## src/rtl/fsm_seq_pkg.sv

```systemverilog
// Shared types and constants for the serial pattern generator.
// State encoding, default pattern and counter sizing helper.
package fsm_seq_pkg;

    typedef enum logic [1:0] {
        IDLE    = 2'd0,
        SEND    = 2'd1,
        PAR     = 2'd2,
        ILLEGAL = 2'd3
    } state_t;

    localparam logic [6:0] DEF_PATTERN = 7'b1110010;

    function automatic int cnt_w(input int w);
        return (w < 2) ? 1 : $clog2(w);
    endfunction

endpackage

```

## src/rtl/seq_piso.sv

```systemverilog
// Parallel-in serial-out shift register, MSB first.
// Load has priority over shift; synchronous active-high clear.
module seq_piso #(
    parameter int W = 7
) (
    input  logic         clk,
    input  logic         reset,
    input  logic         i_load,
    input  logic         i_shift,
    input  logic [W-1:0] i_din,
    output logic         o_msb
);

    logic [W-1:0] r_sr;

    always_ff @(posedge clk) begin
        if (reset) begin
            r_sr <= '0;
        end else if (i_load) begin
            r_sr <= i_din;
        end else if (i_shift) begin
            r_sr <= {r_sr[W-2:0], 1'b0};
        end
    end

    assign o_msb = r_sr[W-1];

endmodule

```

## src/rtl/fsm_seq_gen.sv

```systemverilog
// Serial pattern generator: shifts a latched pattern out MSB first, rpt+1 frames.
// Optional per-frame even-parity bit when FSM_SEQ_GEN_PARITY_EN is defined.
module fsm_seq_gen
    import fsm_seq_pkg::*;
#(
    parameter int               PAT_W   = 7,
    parameter logic [PAT_W-1:0] DEF_PAT = DEF_PATTERN
) (
    input  logic             clk,
    input  logic             reset,
    input  logic             start,
    input  logic             use_def,
    input  logic [PAT_W-1:0] pattern,
    input  logic [3:0]       rpt,
    output logic             out,
    output logic             valid,
    output logic             busy,
    output logic             done,
    output logic [1:0]       state
);

    localparam int            CW       = cnt_w(PAT_W);
    localparam logic [CW-1:0] LAST_BIT = CW'(PAT_W - 1);

    state_t           r_state;
    state_t           w_next_state;
    logic [3:0]       r_rep_cnt;
    logic [CW-1:0]    r_bit_cnt;
    logic [PAT_W-1:0] r_pat;
    logic [PAT_W-1:0] w_sel_pat;
    logic [PAT_W-1:0] w_load_val;
    logic             w_accept;
    logic             w_reload;
    logic             w_shift;
    logic             w_last_bit;
    logic             w_done;
    logic             w_valid;
    logic             w_out;
    logic             w_msb;
`ifdef FSM_SEQ_GEN_PARITY_EN
    logic             r_par;
`endif

    assign w_sel_pat  = use_def ? DEF_PAT : pattern;
    assign w_last_bit = (r_bit_cnt == '0);
    assign w_load_val = w_accept ? w_sel_pat : r_pat;

    always_comb begin
        w_next_state = IDLE;
        w_accept     = 1'b0;
        w_reload     = 1'b0;
        w_shift      = 1'b0;
        w_done       = 1'b0;
        w_valid      = 1'b0;
        w_out        = 1'b0;
        case (r_state)
            IDLE: begin
                if (start) begin
                    w_accept     = 1'b1;
                    w_next_state = SEND;
                end
            end
            SEND: begin
                w_valid      = 1'b1;
                w_out        = w_msb;
                w_shift      = 1'b1;
                w_next_state = SEND;
                if (w_last_bit) begin
`ifdef FSM_SEQ_GEN_PARITY_EN
                    w_next_state = PAR;
`else
                    w_done       = (r_rep_cnt == '0);
                    w_reload     = !w_done;
                    w_next_state = w_done ? IDLE : SEND;
`endif
                end
            end
`ifdef FSM_SEQ_GEN_PARITY_EN
            PAR: begin
                w_valid      = 1'b1;
                w_out        = r_par;
                w_done       = (r_rep_cnt == '0);
                w_reload     = !w_done;
                w_next_state = w_done ? IDLE : SEND;
            end
`endif
            default: w_next_state = IDLE;
        endcase
    end

    // Counters and latched pattern; illegal encodings fall back to IDLE via w_next_state.
    always_ff @(posedge clk) begin
        if (reset) begin
            r_state   <= IDLE;
            r_rep_cnt <= '0;
            r_bit_cnt <= '0;
            r_pat     <= '0;
`ifdef FSM_SEQ_GEN_PARITY_EN
            r_par     <= 1'b0;
`endif
        end else begin
            r_state <= w_next_state;
            if (w_accept) begin
                r_pat     <= w_sel_pat;
                r_rep_cnt <= rpt;
                r_bit_cnt <= LAST_BIT;
`ifdef FSM_SEQ_GEN_PARITY_EN
                r_par     <= ^w_sel_pat;
`endif
            end else if (w_reload) begin
                r_rep_cnt <= r_rep_cnt - 4'd1;
                r_bit_cnt <= LAST_BIT;
            end else if (r_state == SEND && !w_last_bit) begin
                r_bit_cnt <= r_bit_cnt - 1'b1;
            end
        end
    end

    seq_piso #(.W(PAT_W)) u_piso (
        .clk     (clk),
        .reset   (reset),
        .i_load  (w_accept | w_reload),
        .i_shift (w_shift),
        .i_din   (w_load_val),
        .o_msb   (w_msb)
    );

    assign out   = w_out;
    assign valid = w_valid;
    assign busy  = w_valid;
    assign done  = w_done;
    assign state = r_state;

endmodule

```

## config.mk

```make
export PLATFORM = sky130hd
export DESIGN_NAME = fsm_seq_gen
export DESIGN_NICKNAME = d
export VERILOG_FILES = /design/src/rtl/fsm_seq_pkg.sv /design/src/rtl/seq_piso.sv /design/src/rtl/fsm_seq_gen.sv
export SDC_FILE = /design/constraint.sdc
export NUM_CORES = 1
export LEC_CHECK = 0
export ABC_AREA = 1
export BUFFER_PORTS_ARGS = -buffer_cell sky130_fd_sc_hd__buf_2
export CAP_MARGIN = 25
export CORE_ASPECT_RATIO = 0.9
export CORE_MARGIN = 3
export CORE_UTILIZATION = 55
export DETAILED_ROUTE_END_ITERATION = 16
export GPL_ROUTABILITY_DRIVEN = 0
export PLACE_DENSITY = 0.77
export SYNTH_ARGS = -nofsm -noshare
export SYNTH_HDL_FRONTEND = slang
export SYNTH_SLANG_ARGS = --single-unit
```

## constraint.sdc

```tcl
create_clock -name clk -period 1.6 [get_ports clk]
set_clock_uncertainty 0.05 [all_clocks]
set_input_delay 0.32 -clock clk [delete_from_list [all_inputs] [get_ports clk]]
set_output_delay 0.32 -clock clk [all_outputs]
set_load 0.02 [all_outputs]
```

==> results of run 1 <==
-- final cells by class --
class	count	area [um^2]	area share [%]
Sequential cell	22	446.7	30.83
Inverter	32	122.6	8.463
Tap cell	25	31.28	2.159
Timing Repair Buffer	23	131.4	9.067
Multi-Input combinational cell	122	680.7	46.98
Clock buffer	4	36.28	2.504
-- kinds of logic (layout without fill, tap and decap cells) --
logic type	Yosys count	in the layout	share of synthesized area, %
AO/OA/AOI/OAI	16	16	7.561
XOR/XNOR	1	1	0.6966
adder cells (fa/ha/maj)	3	3	2.985
buffers and inverters	41	59	15.02
flip-flops	22	22	35.02
other	1	1	0.2982
AND/OR/NAND/NOR	101	101	38.41
-- cell usage after synthesis --
library cell / n / area, um^2
o21ai_0: 1 / 5.000
nor2_1: 20 / 75.07
or2_0: 1 / 6.260
xnor2_1: 1 / 8.760
nand2_2: 5 / 31.28
nand2_4: 3 / 33.78
buf_4: 3 / 22.52
buf_8: 1 / 15.01
nand3_2: 4 / 40.04
conb_1: 1 / 3.750
o21ai_1: 9 / 45.04
nand3_1: 13 / 65.06
nor2_4: 2 / 22.52
a21oi_1: 2 / 10.01
o21ai_2: 4 / 35.03
and3_1: 1 / 6.260
inv_1: 27 / 101.4
and2_1: 1 / 6.260
buf_6: 1 / 11.26
nor2_2: 1 / 6.260
nand2_1: 49 / 183.9
inv_2: 5 / 18.77
dfxtp_1: 22 / 440.4
ha_1: 3 / 37.54
nand4_1: 1 / 6.260
buf_2: 4 / 20.02
-- where the power goes --
group / switching, mW / leakage, nW / total [mW] / internal [mW]
Combinational: 0.300 / 0.579 / 0.483 / 0.183
Sequential: 0.0404 / 0.182 / 0.647 / 0.606
Clock: 0.171 / 0.0210 / 0.310 / 0.139
-- per-layer routing --
metal  track usage, %  vias to the layer above  wire length, um
met5                0                        -                0
met4            4.743                        0                0
met3            5.808                        0              136
met2            34.24                       31             1295
met1            22.94                      511             1203
li1                 -                      590                -
-- placed cells by master (no fill, tap or decap), drive strengths merged --
| master | instances |
|---|---|
| buf | 23 |
| clkbuf | 4 |
| o21ai | 14 |
| xnor2 | 1 |
| nand3 | 17 |
| dfxtp | 22 |
| nand2 | 57 |
| inv | 32 |
| a21oi | 2 |
| ha | 3 |
| nor2 | 23 |
| and2 | 1 |
| conb | 1 |
| nand4 | 1 |
| or2 | 1 |
| and3 | 1 |
-- how the worst max path moves through the flow --
stage                                     end  slack [ns]  cells after the start
floorplan           r_bit_cnt[1]$_SDFFE_PP0P_        0.07                      5
global placement                         done        0.20                      5
detailed placement  r_bit_cnt[2]$_SDFFE_PP0P_        0.12                      9
CTS                                      done       -0.02                      5
global route                             done       -0.06                      5
finish                                   done        0.02                      5
-- through the flow --
stage / power (mW) / TNS, ns / utilization [%] / hold slack [ns] / cells
floorplan: 0.9980 / 0 / - / 0.3907 / 185
global placement: 1.053 / 0 / 65.38 / 0.4002 / 223
detailed placement: 1.069 / 0 / 65.38 / 0.4097 / 223
CTS: 1.420 / -0.01858 / 69.36 / 0.2703 / 227
global route: 1.539 / -0.06262 / 70.83 / 0.2846 / 228
finish: 1.440 / 0 / 70.83 / 0.2691 / 228
-- state kept, by name (all words and copies together) (netlist names) --
| signal | count |
|---|---|
| u_piso.r_sr | 7 |
| r_pat | 7 |
| r_bit_cnt | 3 |
| r_rep_cnt | 4 |
| state | 1 |
-- what timing repair did --
action | in CTS | in global routing
pin swaps | 3 | 1
hold endpoints to repair | 0 | 0
buffers inserted | 0 | 1
hold buffers | 0 | 0
setup endpoints to repair | 2 | 1
resized for setup | 15 | 5
-- worst register-to-register path, cell delays in order, from the launching register on --
cell	delay, ns
dfxtp_2	0.37
inv_4	0.05
ha_4	0.16
nand2_2	0.10
nor2_4	0.04
nand2_4	0.09
nand2_4	0.14
nor2_1	0.19
nand2_1	0.08
nand2_1	0.06
inv_1	0.03
==> impl_metrics.yaml, run 1 <==
outcome:
  status: "complete, no violations"
worst_setup_path:
  cp_max_fo: 3
  worst_path_max_delay_cell: "dfxtp_2"
  reg2reg_depth: 10
  path_cells: "inv_4, ha_4, nand3_4, nor2_4, buf_6"
  cp.buffers_inverters: 2
  timing.rr.end: "r_bit_cnt[2]$_SDFFE_PP0P_"
  start_kind: "flop"
  r2r_setup_slack_ns: 0.16
  worstSetupPathType: "reg2out"
  crit_start: "r_bit_cnt[0]$_SDFFE_PP0P_"
  worstPathRequired_ns: 1.23
  slowest_delay_ns: 0.36
  r2r-start: "r_bit_cnt[0]$_SDFFE_PP0P_"
  cp.arrival_ns: 1.21
  cp_top_family: "flip-flops"
  endpoint_kind: "primary output"
route:
  first_pass_iters: 4
  routed_via_density: 4.965
  ant_nets: 0
  wl_per_cell_um: 11.55
  drtIter0Drc: 33
  drc: 0
  routed-via-count: 1132
  wl_um: 2634
synthesis:
  syn_inst: 185
  syn_area_per_cell_um2: 6.797
  ys_seq_area_share_pct: 35.02
  yosys_warnings: 0
  synth_area_um2: 1257
  synth_cell_types: 26
  ys_seq_elements: 22
  syn-num-nets: 203
floorplan:
  rows: 15
  dieArea_um2: 2897
  die_h_um: 51.36
  pin_count: 21
  die_x_um: 56.40
  core_um2: 2046
  start_util_pct: 61.47
sta:
  fin_crit_sh_pct: 98.95
  setup_ws_ns: 0.01682
  hold_violations: 0
  finalSetupViolations: 0
  rsz0062_at_grt: "yes"
  drv_slew: 0
  timing.final.crit_period_ns: 1.583
  fmaxAchievable_ghz: 0.6316
min_path:
  min_path_type: "in2reg"
  hold_depth: 5
  hold_path_end: "r_rep_cnt[2]$_SDFFE_PP0P_"
  hold_start: "rpt[2]"
power:
  vdd_drop_max_mv: 0.8792
  powerDensity_nw_per_um2: 993.8
  power.leakage_nw: 0.7822
global_route:
  grt_max_degree: 24
  grt_pass1_vias: 1009
  antenna_found_initial: 0
  grt_pass1_wl_um: 4388
  gr-usage-all-layers_pct: 19.35
  grt-ovfl-total: 0
placement:
  place_ws_ns: 0.1226
  dp_hpwl_um: 1854
  io_buffers: 19
  dpl_cell_area_um2: 1338
finish:
  layout-drive-gt1-share_pct: 30.54
  layout.nets: 222
  nFillCells: 176
  syn_to_final_growth_pct: 15.22
  diodes: 0
  final_area_um2: 1449
clock_tree:
  cts_buffers: 3
  clkSlewWorstSetupHoldPaths_ns: 0.13
  root_buffer: "clkbuf_4"
  cts_buffer_depth: 2
  clkLatencyLatePin_ns: 0.31
  h-tree-depth: 1
  cts_sinks: 22
  cts_tree: "built"
run:
  maxCapViolations: 0
(Power assumes the default switching activity.)
==> run 2: changes to the inputs <==
- CORE_UTILIZATION: 55 -> 54
- PLACE_DENSITY: 0.77 -> 0.76
- SYNTH_HIERARCHICAL: not set -> 1
==> run 2 against run 1 <==
Net effect:
- combinational power is 33% higher
- register-to-register slack worse by 0.05 ns
- highest routed layer is now met4
- non-clock buffer count is 12 higher
- via count increased by 4.9%
- core utilization rose by 3.5 points
- critical path type unchanged
- sequential power up 1%
- fmax fell by 0.35%
- largest power group unchanged
- largest cell class unchanged
- die area fell by 3.2%
- sequential share of layout area is 0.99 points lower
- sequential cell count is the same
- count of clock-buffer cells in the layout unchanged
- setup slack lost 0.0055 ns
==> impl_metrics.yaml, run 2 <==
placement:
  io_buffers: 19
  dpl.cell_count: 217
  dp_hpwl_um: 1838
  dpl_cell_area_um2: 1295
route:
  wl_um: 2955
  routed-via-count: 1187
  drtIter0Drc: 33
  wl_per_cell_um: 12.68
  drc: 0
  first_pass_iters: 4
  ant_nets: 0
  routed_via_density: 5.094
floorplan:
  pin_count: 21
  start_util_pct: 59.25
  core_um2: 2008
  die_h_um: 50.53
  rows: 15
  dieArea_um2: 2803
  die_x_um: 55.48
clock_tree:
  cts_buffers: 3
  cts_buffer_depth: 2
  cts_sinks: 22
  clkSlewWorstSetupHoldPaths_ns: 0.12
  clkLatencyLatePin_ns: 0.31
  cts_tree: "built"
  root_buffer: "clkbuf_4"
  h-tree-depth: 1
synthesis:
  ys_seq_area_share_pct: 37.01
  synth_area_um2: 1190
  async_flop_share_pct: 0
  ys_top_cells_by_area: "dfxtp_1 37%, nand2_1 18%, nand3_1 8.0%"
  yosysMostFrequentCell: "nand2_1"
  syn_inst: 176
  synth_cell_types: 24
  synth_edf_count: 0
  ys.flop_type: "dfxtp_1"
  yosys_warnings: 6
  synthDominantCellAreaShare_pct: 37.01
  syn-num-nets: 194
  synth_area_leader_cell: "dfxtp_1"
  ys_top_cells_by_count: "58 x nand2_1, 24 x inv_1, 22 x dfxtp_1, 19 x nand3_1, 13 x a21oi_1"
  ys_seq_elements: 22
  syn_area_per_cell_um2: 6.761
finish:
  layout.nets: 227
  largest_registers: "r_pat: 7 flops, u_piso/r_sr: 7 flops, r_rep_cnt: 4 flops"
  final_cells: 233
  layout-drive-gt1-share_pct: 29.33
  layout_commonest_cell: "nand2_1"
  final_area_um2: 1493
  post-route-util_pct: 74.33
  syn_to_final_growth_pct: 25.45
  nFillCells: 169
  most-common-layout-cells: "58 x nand2_1, 20 x inv_1, 18 x nand3_1, 18 x buf_2, 18 x dfxtp_1"
  multi_input_area_um2: 653.1
  regArea_um2: 445.4
  diodes: 0
global_route:
  grt_pass1_wl_um: 4422
  antenna_found_initial: 0
  gr-usage-all-layers_pct: 20.46
  grt_max_degree: 15
  grt_pass1_vias: 1015
  grt-ovfl-total: 0
worst_setup_path:
  cp_max_fo: 3
  worstPathRequired_ns: 1.23
  endpoint_kind: "primary output"
  worstSetupPathType: "reg2out"
  cp.arrival_ns: 1.22
  start_kind: "flop"
outcome:
  status: "complete, no violations"
sta:
  fin_crit_sh_pct: 99.30
  hold_violations: 0
  drv_slew: 0
  timing.final.crit_period_ns: 1.589
  fmaxAchievable_ghz: 0.6294
  finalSetupViolations: 0
  rsz0062_at_grt: "yes"
  fin_setup_tns_ns: 0
power:
  clkPwrFrac_pct: 19.4
  finalPower_mw: 1.608
  swShare_pct: 36.30
  p_seq_share_pct: 40.7
  power.switching_mw: 0.5837
  power.internal_mw: 1.024
  pwr-share-comb_pct: 39.9
  powerDensity_nw_per_um2: 1077
  vdd_drop_max_mv: 0.8052
  power.leakage_nw: 0.7963
run:
  maxCapViolations: 0
min_path:
  min_path_type: "in2reg"
-- run 2: area by class of cell --
class	count	share of cell area, %
clock buffer	4	2.431
inverter	27	6.790
multi-input combinational	120	43.76
sequential	22	29.84
tap	25	2.096
timing repair buffer	35	15.09
-- run 2: per-layer routing --
metal	track usage (%)	routed length (um)	up-vias
met5	0	0	-
met4	6.478	78	0
met3	6.170	144	8
met2	34.65	1395	35
met1	24.92	1336	531
li1	-	-	613
-- run 2: critical path: stages, from the launching register on --
cell     delay (ns)
dfxtp_2        0.34
inv_2          0.08
ha_4           0.14
nand2_4        0.05
nor3_4         0.16
buf_6          0.14
-- run 2: metrics by stage --
step / hold slack, ns / setup WS [ns]
final: 0.2339 / 0.01128
after global routing: 0.2425 / -0.07280
after global placement: 0.4011 / 0.1197
after CTS: 0.2334 / -0.03192
after floorplan: 0.3391 / 0.07848
after detailed placement: 0.4118 / 0.03256
-- run 2: final timing paths --
check / from / end / slack (ns) / depth (start not counted)
setup / recovery: r_bit_cnt[0]$_SDFFE_PP0P_ / done / 0.01 / 5
hold / removal: pattern[2] / r_pat[2]$_SDFF_PP0_ / 0.23 / 3
setup reg to reg: r_bit_cnt[0]$_SDFFE_PP0P_ / r_rep_cnt[0]$_SDFFE_PP0P_ / 0.11 / 11
hold reg to reg: r_pat[2]$_SDFF_PP0_ / r_pat[2]$_SDFF_PP0_ / 0.43 / 2
-- run 2: power by group through the flow --
stage / registers (mW) / clock network (mW) / logic, mW
3_3_place_gp: 0.659 / 0 / 0.446
2_1_floorplan: 0.665 / 0 / 0.366
4_1_cts: 0.651 / 0.314 / 0.525
5_1_grt: 0.661 / 0.338 / 0.708
6_report: 0.655 / 0.312 / 0.641
3_5_place_dp: 0.661 / 0 / 0.461
-- run 2: logic make-up after synthesis --
logic type	share of synthesized area (%)
compound gates	8.938
buf+inv	13.35
other cells	0.3152
xor+xnor	0.7362
flops	37.01
fa+ha+maj	3.155
simple gates	36.49
-- run 2: repair_timing --
action	4_1_cts	5_1_grt
resized for setup	11	8
endpoints found under the setup margin	1	4
pin swaps	3	4
hold buffers	0	0
endpoints found under the hold margin	0	0
buffers inserted	5	7
